$ cat src/rtl/lsu_pkg.sv
// lsu_pkg: shared types and lane helpers for the load/store unit.
package lsu_pkg;
  typedef enum logic [1:0] {SZ_BYTE, SZ_HALF, SZ_WORD, SZ_RSVD} size_t;
  typedef enum logic [2:0] {ST_IDLE, ST_RD_ISSUE, ST_RD_WAIT, ST_WR_ISSUE, ST_RESP} lsu_state_t;
  localparam logic [31:0] BYTE_MASK = 32'h0000_00ff;
  localparam logic [31:0] HALF_MASK = 32'h0000_ffff;
  function automatic size_t eff_size(size_t s);
    return s == SZ_RSVD ? SZ_WORD : s;
  endfunction
  function automatic logic [1:0] align_lane(size_t s, logic [1:0] a);
    return s == SZ_BYTE ? a : s == SZ_HALF ? {a[1], 1'b0} : 2'b00;
  endfunction
  function automatic logic [4:0] lane_shift(size_t s, logic [1:0] lane);
    return s == SZ_BYTE ? {lane, 3'b000} : s == SZ_HALF ? {lane[1], 4'b0000} : 5'd0;
  endfunction
endpackage

$ cat src/rtl/lsu_mem_master_if.sv
// lsu_mem_master_if: CPU request/response and data RAM signals; master = LSU side, slave = CPU+RAM side.
interface lsu_mem_master_if #(parameter int MEM_ADDR_WIDTH = 10) ();
  import lsu_pkg::*;
  logic                      req_valid;
  logic                      req_ready;
  logic                      req_write;
  size_t                     req_size;
  logic                      req_unsigned;
  logic [31:0]               req_addr;
  logic [31:0]               req_wdata;
  logic                      resp_valid;
  logic                      resp_ready;
  logic [31:0]               resp_rdata;
  logic                      resp_err;
  logic [MEM_ADDR_WIDTH-1:0] mem_address;
  logic [31:0]               mem_data_in;
  logic                      mem_write;
  logic                      mem_read;
  logic [31:0]               mem_data_out;
  modport master (
    input  req_valid, req_write, req_size, req_unsigned, req_addr, req_wdata, resp_ready, mem_data_out,
    output req_ready, resp_valid, resp_rdata, resp_err, mem_address, mem_data_in, mem_write, mem_read
  );
  modport slave (
    output req_valid, req_write, req_size, req_unsigned, req_addr, req_wdata, resp_ready, mem_data_out,
    input  req_ready, resp_valid, resp_rdata, resp_err, mem_address, mem_data_in, mem_write, mem_read
  );
endinterface

$ cat src/rtl/lsu_data_align.sv
// lsu_data_align: extracts and extends load lanes, merges store lanes into a RAM word.
module lsu_data_align
  import lsu_pkg::*;
(
  input  size_t       size,
  input  logic [1:0]  lane,
  input  logic        uns,
  input  logic [31:0] rword,
  input  logic [31:0] wdata,
  output logic [31:0] load_data,
  output logic [31:0] merged
);
  logic [4:0]  sh;
  logic [31:0] shifted;
  logic [31:0] mask;
  always_comb begin
    sh        = lane_shift(size, lane);
    shifted   = rword >> sh;
    mask      = (size == SZ_BYTE ? BYTE_MASK : size == SZ_HALF ? HALF_MASK : '1) << sh;
    load_data = size == SZ_BYTE ? {{24{shifted[7] & ~uns}}, shifted[7:0]} :
                size == SZ_HALF ? {{16{shifted[15] & ~uns}}, shifted[15:0]} : rword;
    merged    = (rword & ~mask) | ((wdata << sh) & mask);
  end
endmodule

$ cat src/rtl/lsu_mem_master.sv
// lsu_mem_master: load/store initiator for a 1-cycle registered-read RAM, sub-word stores via read-modify-write.
// Optional MISALIGN_TRAP_EN: misaligned half/word accesses fault instead of being force-aligned.
module lsu_mem_master
  import lsu_pkg::*;
#(
  parameter int DATA_WIDTH     = 32,
  parameter int MEM_ADDR_WIDTH = 10
) (
  input logic              clk,
  input logic              rst,
  lsu_mem_master_if.master bus
);
  lsu_state_t                state_q, state_d;
  logic                      write_q, write_d;
  size_t                     size_q, size_d;
  logic                      uns_q, uns_d;
  logic [1:0]                lane_q, lane_d;
  logic [DATA_WIDTH-1:0]     wdata_q, wdata_d;
  logic [DATA_WIDTH-1:0]     mem_data_in_q, mem_data_in_d;
  logic [DATA_WIDTH-1:0]     resp_rdata_q, resp_rdata_d;
  logic [MEM_ADDR_WIDTH-1:0] mem_address_q, mem_address_d;
  logic                      resp_err_q, resp_err_d;
  logic                      accept;
  logic                      trap;
  size_t                     req_sz;
  logic [DATA_WIDTH-1:0]     load_data;
  logic [DATA_WIDTH-1:0]     merged;

  assign accept = bus.req_valid && state_q == ST_IDLE;
  assign req_sz = eff_size(bus.req_size);
`ifdef MISALIGN_TRAP_EN
  assign trap = (req_sz == SZ_HALF && bus.req_addr[0]) || (req_sz == SZ_WORD && bus.req_addr[1:0] != 2'b00);
`else
  assign trap = 1'b0;
`endif

  lsu_data_align u_align (
    .size      (size_q),
    .lane      (lane_q),
    .uns       (uns_q),
    .rword     (bus.mem_data_out),
    .wdata     (wdata_q),
    .load_data (load_data),
    .merged    (merged)
  );

  always_ff @(posedge clk or negedge rst) begin
    if (!rst) state_q <= ST_IDLE;
    else      state_q <= state_d;
  end

  always_comb begin
    state_d = state_q;
    case (state_q)
      ST_IDLE:     state_d = !accept ? ST_IDLE : trap ? ST_RESP :
                             (bus.req_write && req_sz == SZ_WORD) ? ST_WR_ISSUE : ST_RD_ISSUE;
      ST_RD_ISSUE: state_d = ST_RD_WAIT;
      ST_RD_WAIT:  state_d = write_q ? ST_WR_ISSUE : ST_RESP;
      ST_WR_ISSUE: state_d = ST_RESP;
      ST_RESP:     state_d = bus.resp_ready ? ST_IDLE : ST_RESP;
      default:     state_d = ST_IDLE;
    endcase
  end

  always_comb begin
    bus.req_ready   = state_q == ST_IDLE;
    bus.resp_valid  = state_q == ST_RESP;
    bus.mem_read    = state_q == ST_RD_ISSUE;
    bus.mem_write   = state_q == ST_WR_ISSUE;
    bus.mem_address = mem_address_q;
    bus.mem_data_in = mem_data_in_q;
    bus.resp_rdata  = resp_rdata_q;
    bus.resp_err    = resp_err_q;
  end

  // Request fields are captured once at accept; RD_WAIT fills either the load result or the merged store word.
  always_comb begin
    write_d       = write_q;
    size_d        = size_q;
    uns_d         = uns_q;
    lane_d        = lane_q;
    wdata_d       = wdata_q;
    mem_address_d = mem_address_q;
    mem_data_in_d = mem_data_in_q;
    resp_rdata_d  = resp_rdata_q;
    resp_err_d    = resp_err_q;
    if (accept) begin
      write_d       = bus.req_write;
      size_d        = req_sz;
      uns_d         = bus.req_unsigned;
      lane_d        = align_lane(req_sz, bus.req_addr[1:0]);
      wdata_d       = bus.req_wdata;
      mem_address_d = bus.req_addr[MEM_ADDR_WIDTH+1:2];
      mem_data_in_d = bus.req_write ? bus.req_wdata : mem_data_in_q;
      resp_rdata_d  = '0;
      resp_err_d    = trap;
    end else if (state_q == ST_RD_WAIT) begin
      mem_data_in_d = write_q ? merged : mem_data_in_q;
      resp_rdata_d  = write_q ? '0 : load_data;
    end
  end

  always_ff @(posedge clk or negedge rst) begin
    if (!rst) begin
      write_q       <= 1'b0;
      size_q        <= SZ_BYTE;
      uns_q         <= 1'b0;
      lane_q        <= 2'b00;
      wdata_q       <= '0;
      mem_address_q <= '0;
      mem_data_in_q <= '0;
      resp_rdata_q  <= '0;
      resp_err_q    <= 1'b0;
    end else begin
      write_q       <= write_d;
      size_q        <= size_d;
      uns_q         <= uns_d;
      lane_q        <= lane_d;
      wdata_q       <= wdata_d;
      mem_address_q <= mem_address_d;
      mem_data_in_q <= mem_data_in_d;
      resp_rdata_q  <= resp_rdata_d;
      resp_err_q    <= resp_err_d;
    end
  end
endmodule

$ cat src/flat_wrapper.sv
// flat-port wrapper written by rule: the top's interface ports become plain ports
module lsu_mem_master_flat import lsu_pkg::*;
#(
  parameter int DATA_WIDTH     = 32,
  parameter int MEM_ADDR_WIDTH = 10
)
  (clk, rst, bus_req_valid, bus_req_write, bus_req_size, bus_req_unsigned, bus_req_addr, bus_req_wdata, bus_resp_ready, bus_mem_data_out, bus_req_ready, bus_resp_valid, bus_resp_rdata, bus_resp_err, bus_mem_address, bus_mem_data_in, bus_mem_write, bus_mem_read);
  lsu_mem_master_if #(.MEM_ADDR_WIDTH(MEM_ADDR_WIDTH)) bus_i ();
  input logic clk;
  input logic rst;
  input wire logic [$bits(bus_i.req_valid)-1:0] bus_req_valid;
  input wire logic [$bits(bus_i.req_write)-1:0] bus_req_write;
  input wire logic [$bits(bus_i.req_size)-1:0] bus_req_size;
  input wire logic [$bits(bus_i.req_unsigned)-1:0] bus_req_unsigned;
  input wire logic [$bits(bus_i.req_addr)-1:0] bus_req_addr;
  input wire logic [$bits(bus_i.req_wdata)-1:0] bus_req_wdata;
  input wire logic [$bits(bus_i.resp_ready)-1:0] bus_resp_ready;
  input wire logic [$bits(bus_i.mem_data_out)-1:0] bus_mem_data_out;
  output wire logic [$bits(bus_i.req_ready)-1:0] bus_req_ready;
  output wire logic [$bits(bus_i.resp_valid)-1:0] bus_resp_valid;
  output wire logic [$bits(bus_i.resp_rdata)-1:0] bus_resp_rdata;
  output wire logic [$bits(bus_i.resp_err)-1:0] bus_resp_err;
  output wire logic [$bits(bus_i.mem_address)-1:0] bus_mem_address;
  output wire logic [$bits(bus_i.mem_data_in)-1:0] bus_mem_data_in;
  output wire logic [$bits(bus_i.mem_write)-1:0] bus_mem_write;
  output wire logic [$bits(bus_i.mem_read)-1:0] bus_mem_read;
  assign bus_i.req_valid = bus_req_valid;
  assign bus_i.req_write = bus_req_write;
  assign bus_i.req_size = bus_req_size;
  assign bus_i.req_unsigned = bus_req_unsigned;
  assign bus_i.req_addr = bus_req_addr;
  assign bus_i.req_wdata = bus_req_wdata;
  assign bus_i.resp_ready = bus_resp_ready;
  assign bus_i.mem_data_out = bus_mem_data_out;
  assign bus_req_ready = bus_i.req_ready;
  assign bus_resp_valid = bus_i.resp_valid;
  assign bus_resp_rdata = bus_i.resp_rdata;
  assign bus_resp_err = bus_i.resp_err;
  assign bus_mem_address = bus_i.mem_address;
  assign bus_mem_data_in = bus_i.mem_data_in;
  assign bus_mem_write = bus_i.mem_write;
  assign bus_mem_read = bus_i.mem_read;
  lsu_mem_master #(.DATA_WIDTH(DATA_WIDTH), .MEM_ADDR_WIDTH(MEM_ADDR_WIDTH)) u_core (.clk(clk), .rst(rst), .bus(bus_i));
endmodule
$ cat config.mk
export PLATFORM = sky130hd
export DESIGN_NAME = lsu_mem_master_flat
export DESIGN_NICKNAME = d
export VERILOG_FILES = /design/src/rtl/lsu_pkg.sv /design/src/rtl/lsu_mem_master_if.sv /design/src/rtl/lsu_data_align.sv /design/src/rtl/lsu_mem_master.sv /design/src/flat_wrapper.sv
export SDC_FILE = /design/constraint.sdc
export NUM_CORES = 1
export LEC_CHECK = 0
export ABC_CLOCK_PERIOD_IN_PS = 4600
export BUFFER_PORTS_ARGS = -buffer_cell sky130_fd_sc_hd__buf_2
export CAP_MARGIN = 10
export CORE_MARGIN = 1.5
export CORE_UTILIZATION = 45
export DETAILED_ROUTE_END_ITERATION = 8
export GPL_ROUTABILITY_DRIVEN = 0
export GPL_TIMING_DRIVEN = 0
export PLACE_DENSITY_LB_ADDON = 0.05
export SLEW_MARGIN = 0
export SYNTH_ARGS = -nofsm -noshare
export SYNTH_HDL_FRONTEND = slang
export SYNTH_SLANG_ARGS = --single-unit
$ cat constraint.sdc
create_clock -name clk -period 4.6 [get_ports clk]
set_input_delay 1.38 -clock clk [delete_from_list [all_inputs] [get_ports clk]]
set_output_delay 1.38 -clock clk [all_outputs]
set_load 0.05 [all_outputs]
; Word level (Yosys, flattened, before mapping)
; Index checks and enable logic that the tools add are counted.
[totals]
regBits = 115
output_inout_bits = 79
[op_classes]
n_eq_ne = 9
shifts = 3
muxes = 21
n_bitwise = 7
n_reduce_logical = 8
[op_table]
columns = operator, count
row1 = $mux W32, 11
row2 = $and A32 B32 Y32, 2
row3 = $shl A32 B5 Y32, 2
row4 = $not A32 Y32, 1
row5 = $or A32 B32 Y32, 1
row6 = $shr A32 B5 Y16, 1
row7 = $pmux W3 S5, 1
row8 = $mux W5, 2
row9 = $mux W3, 3
row10 = $mux W2, 4
row11 = $eq A3 B2 Y1 const B, 2
row12 = $eq A2 B1 Y1 const B, 2
row13 = $eq A2 B2 Y1 const B, 2
row14 = $logic_not A2 Y1, 2
row15 = $reduce_bool A2 Y1, 2
row16 = $eq A3 B1 Y1 const B, 1
row17 = $eq A3 B3 Y1 const B, 1
row18 = $logic_not A3 Y1, 1
row19 = $reduce_and A3 Y1, 1
row20 = $and A1 B1 Y1, 2
row21 = $logic_and A1 B1 Y1, 2
row22 = $ne A2 B2 Y1 const B, 1
row23 = $not A1 Y1, 1

; Depth between registers and ports, before layout
[logic_depth]
ltp_word = 10
ltp_mapped = 7
mapped_depth_nobuf = 5

; Modules after synthesis
; From an unflattened synthesis, not the netlist that was laid out.
[unflattened]
cells_unflattened = 518
hier_area_um2 = 6117.1
[modules_own_cells]
columns = module, n_inst, cells_per_inst, area_each_um2, seq_area_each_um2
row1 = lsu_mem_master, 1, 307, 4700.8, 2877.8
row2 = lsu_data_align, 1, 211, 1416.4, 0.0

; Least setup slack after synthesis
; No wires, ideal clock.
[synth_timing]
path_kind = reg2out
from = register u_core.state_q[1]
to = output bus_mem_read
arrival_ns = 1.720
path_slack_ns = 1.500
stages_incl_launch_ff = 3
cell_sequence = dfrtp_1 buf_2 nor3b_1
[synth_via]
elab_chain_cells = 1
[synth_lines]
columns = item, line_no
row1 = from (decl), lsu_mem_master.sv:13  ; lsu_state_t state_q, state_d;
row2 = from (signal assigned), lsu_mem_master.sv:49  ; else state_q <= state_d;
row3 = $eq A3 B1 Y1, lsu_mem_master.sv:68  ; bus.mem_read = state_q == ST_RD_ISSUE;
row4 = to (decl), flat_wrapper.sv:26  ; output wire logic [$bits(bus_i.mem_read)-1:0] bus_mem_read;
; Every way passes these cells.

; Final worst setup path
; Ends and elaborated chain as after synthesis.

==> impl_metrics.csv <==
group,metric,value,unit
run_status,outcome,"complete, no violations",
global_routing,antenna_found_initial,0,
critical_path,critPathLaunchType,"flip-flop",
layout,nFillCells,1250,
cts,clk_path_buf_depth,2,
route,routed-via-count,6321,
hold_path,holdCritPathClass,"flip-flop to flip-flop",
yosys,syn_avg_cell_area,8.95,um^2
timing,setup_violations,0,
cts,cts_buffers,17,
floorplanning,fp-row-count,42,
critical_path,crit_arrival,1.54,ns
cts,clock-root-buffer,"clkbuf_16",
placement,hpwl,16.2,mm
cts,cts_hold_buf,0,
layout,num_antenna_cells,0,
timing,finalHoldViolCount,0,
cts,cts_tree,"yes",
critical_path,reg2reg_from,"u_core.size_q[1]",
timing,rsz0062_at_grt,"no",
timing,finalMaxSlewViolations,0,
timing,timing.fmax,343,MHz
yosys,ys_seq_area_share,46.5,%
route,drtPass1Iterations,6,
pwr,p_per_area,834,nW/um^2
critical_path,crit_start,"u_core.state_q[1]",
layout,drive_above_1_share,28.4,%
global_routing,grt-ovfl-total,0,
hold_path,holdPathEnd,"u_core.bus.mem_address[3]",
cts,cts_setup_buffers,0,
layout,area_growth,26.9,%
timing,min_period_over_period,63.5,%
route,wl,21.8,mm
floorplanning,initial_core_util,46.3,%
yosys,synthArstFlopShare,100,%
yosys,ys_ff_latch,115,
critical_path,critPathMaxFanout,10,
cts,clk_latency,0.43,ns
placement,place_ws,1.43,ns
cts,cts_sinks,115,
critical_path,r2r_slack,2.19,ns
critical_path,r2r_cells,6,
critical_path,end_kind,"output pin",
route,ant_nets,0,
global_routing,grt_max_degree,66,
pwr,leakagePower,3.73,nW
yosys,synth_edf_count,0,
floorplanning,die-area,14500,um^2
critical_path,crit_type,"flip-flop to output pin",
route,drtIter0Drc,757,
timing,setup_slack,1.68,ns
floorplanning,fp.dieH,120,um
timing,tightest_slew,0.875,ns
route,routed_via_density,5.96,
pwr,ir_drop,422,uV
layout,nNetsFinal,976,
cts,h-tree-depth,4,
critical_path,worstPathRequired,3.22,ns
critical_path,r2r_end,"u_core.bus.resp_rdata[6]",
hold_path,holdPathStages,2,
placement,numPortBuffers,161,
global_routing,grt_pass1_vias,6043,
yosys,ys.flop_type,"dfrtp_1",
timing,fin_skew,0.00789,ns
timing,slew_headroom,41.3,%
job,max_cap_viol_count,0,
floorplanning,coreArea,13300,um^2
cts,post_cts_resize_count,0,
route,drc,0,
timing,timing.setup.tns,0,ns
yosys,ys_warn_count,0,
yosys,syn_area,6180,um^2
floorplanning,die_x,120,um
route,wl_per_cell,20.5,um
floorplanning,io_pins,183,
hold_path,hold_start,"u_core.bus.mem_address[3]",
yosys,ys_types,48,
yosys,synth_nets,795,
cts,clk_pin_slew_worst_paths,0.05,ns
global_routing,grtUsageTotal,30.8,%
timing,period_needed,2.92,ns
yosys,synthCells,691,
global_routing,grt_first_pass_wirelength,33.6,mm
Yosys cell counts (all sizes together) (9+ instances only):
library cell	instances	area (um^2)
o21ai	81	409
nand3	27	135
dfrtp	115	2880
buf	38	215
clkbuf	23	87.6
mux2i	12	120
a32oi	24	210
nor3b	10	80.1
inv	24	90.1
o211ai	9	67.6
mux2	16	180
nand2	116	435
nand2b	27	169
o31ai	12	90.1
a21oi	28	140
a31oi	20	125
nor2	39	165
a211oi	9	67.6
o221ai	13	114
how the worst max path moves through the flow:
stage / endpoint / slack, ns / depth (start not counted)
finish: bus_mem_read / 1.68 / 3
global route: bus_mem_read / 1.57 / 3
CTS: bus_mem_read / 1.66 / 3
detailed placement: u_core.bus.mem_data_in[22] / 1.43 / 7
global placement: u_core.bus.mem_address[2] / 0.71 / 1
floorplan: bus_mem_read / 1.50 / 2
cells by family after synthesis:
logic type	after synthesis	synth area share, %
simple gates	241	18.7
flops	115	46.5
mux	28	4.86
compound gates	220	23.4
other cells	1	0.0606
buf+inv	86	6.41
flip-flops by register name, indices dropped and copies added, names as in the netlist:
name	cells
u_core.state_q	3
u_core.bus.mem_address	10
u_core.bus.resp_rdata	32
u_core.bus.mem_data_in	32
u_core.uns_q	1
u_core.size_q	2
u_core.lane_q	2
u_core.write_q	1
u_core.wdata_q	32
power breakdown:
group          internal [W]  total (W)  switching, W
Sequential          0.00144    0.00169      0.000250
Clock              0.000885    0.00136      0.000474
Combinational      0.000981    0.00350       0.00252
stage by stage:
step / hold WS [ns] / utilization (%) / instances / total power, W / area (um^2)
2_1_floorplan: 0.446 / - / 691 / 0.00415 / 6180
3_3_place_gp: 0.454 / 54.0 / 1028 / 0.00506 / 7210
3_5_place_dp: 0.458 / 54.3 / 1029 / 0.00514 / 7240
4_1_cts: 0.471 / 58.8 / 1061 / 0.00651 / 7850
5_1_grt: 0.499 / 58.8 / 1061 / 0.00689 / 7850
6_report: 0.466 / 58.8 / 1061 / 0.00655 / 7850
worst max-delay path, cell delays in order, from the launching register on:
cell	delay (ns)
dfrtp_1	0.42
buf_2	0.19
nor3b_1	0.21
buf_2	0.30
final cells by class:
class	count	area [um^2]	area share (%)
buffer	61	303	3.86
clock buffer	21	470	5.99
clock inverter	11	133	1.69
inverter	25	93.8	1.20
multi-input combinational	490	2910	37.1
sequential	115	2880	36.7
tap	176	220	2.81
timing repair buffer	162	840	10.7
cells in the final DEF (no fill, tap or decap), types with 8 or more instances in the layout:
cell       instances
a31oi_1           20
clkbuf_16         17
nand2_1          116
nand3_1           27
o221ai_1          13
nand4_1            8
nand2b_1          27
a211oi_1           9
mux2_2            16
nor3b_1            9
a32oi_1           24
mux2i_1           12
a21oi_1           28
o21ai_0           68
o31ai_1           12
o211ai_1           9
buf_2            182
dfrtp_1          115
clkbuf_1          23
inv_1             23
nor2_1            37
o21ai_1           12
metal layers:
metal | vias to the layer above | global-route usage [%] | routed length [um]
met5 | - | 0 | 0
met4 | 0 | 14.1 | 830
met3 | 59 | 5.80 | 1570
met2 | 311 | 48.0 | 10200
met1 | 3085 | 42.0 | 9160
li1 | 2866 | - | -
No activity file was read; power rests on OpenSTA's default activity.
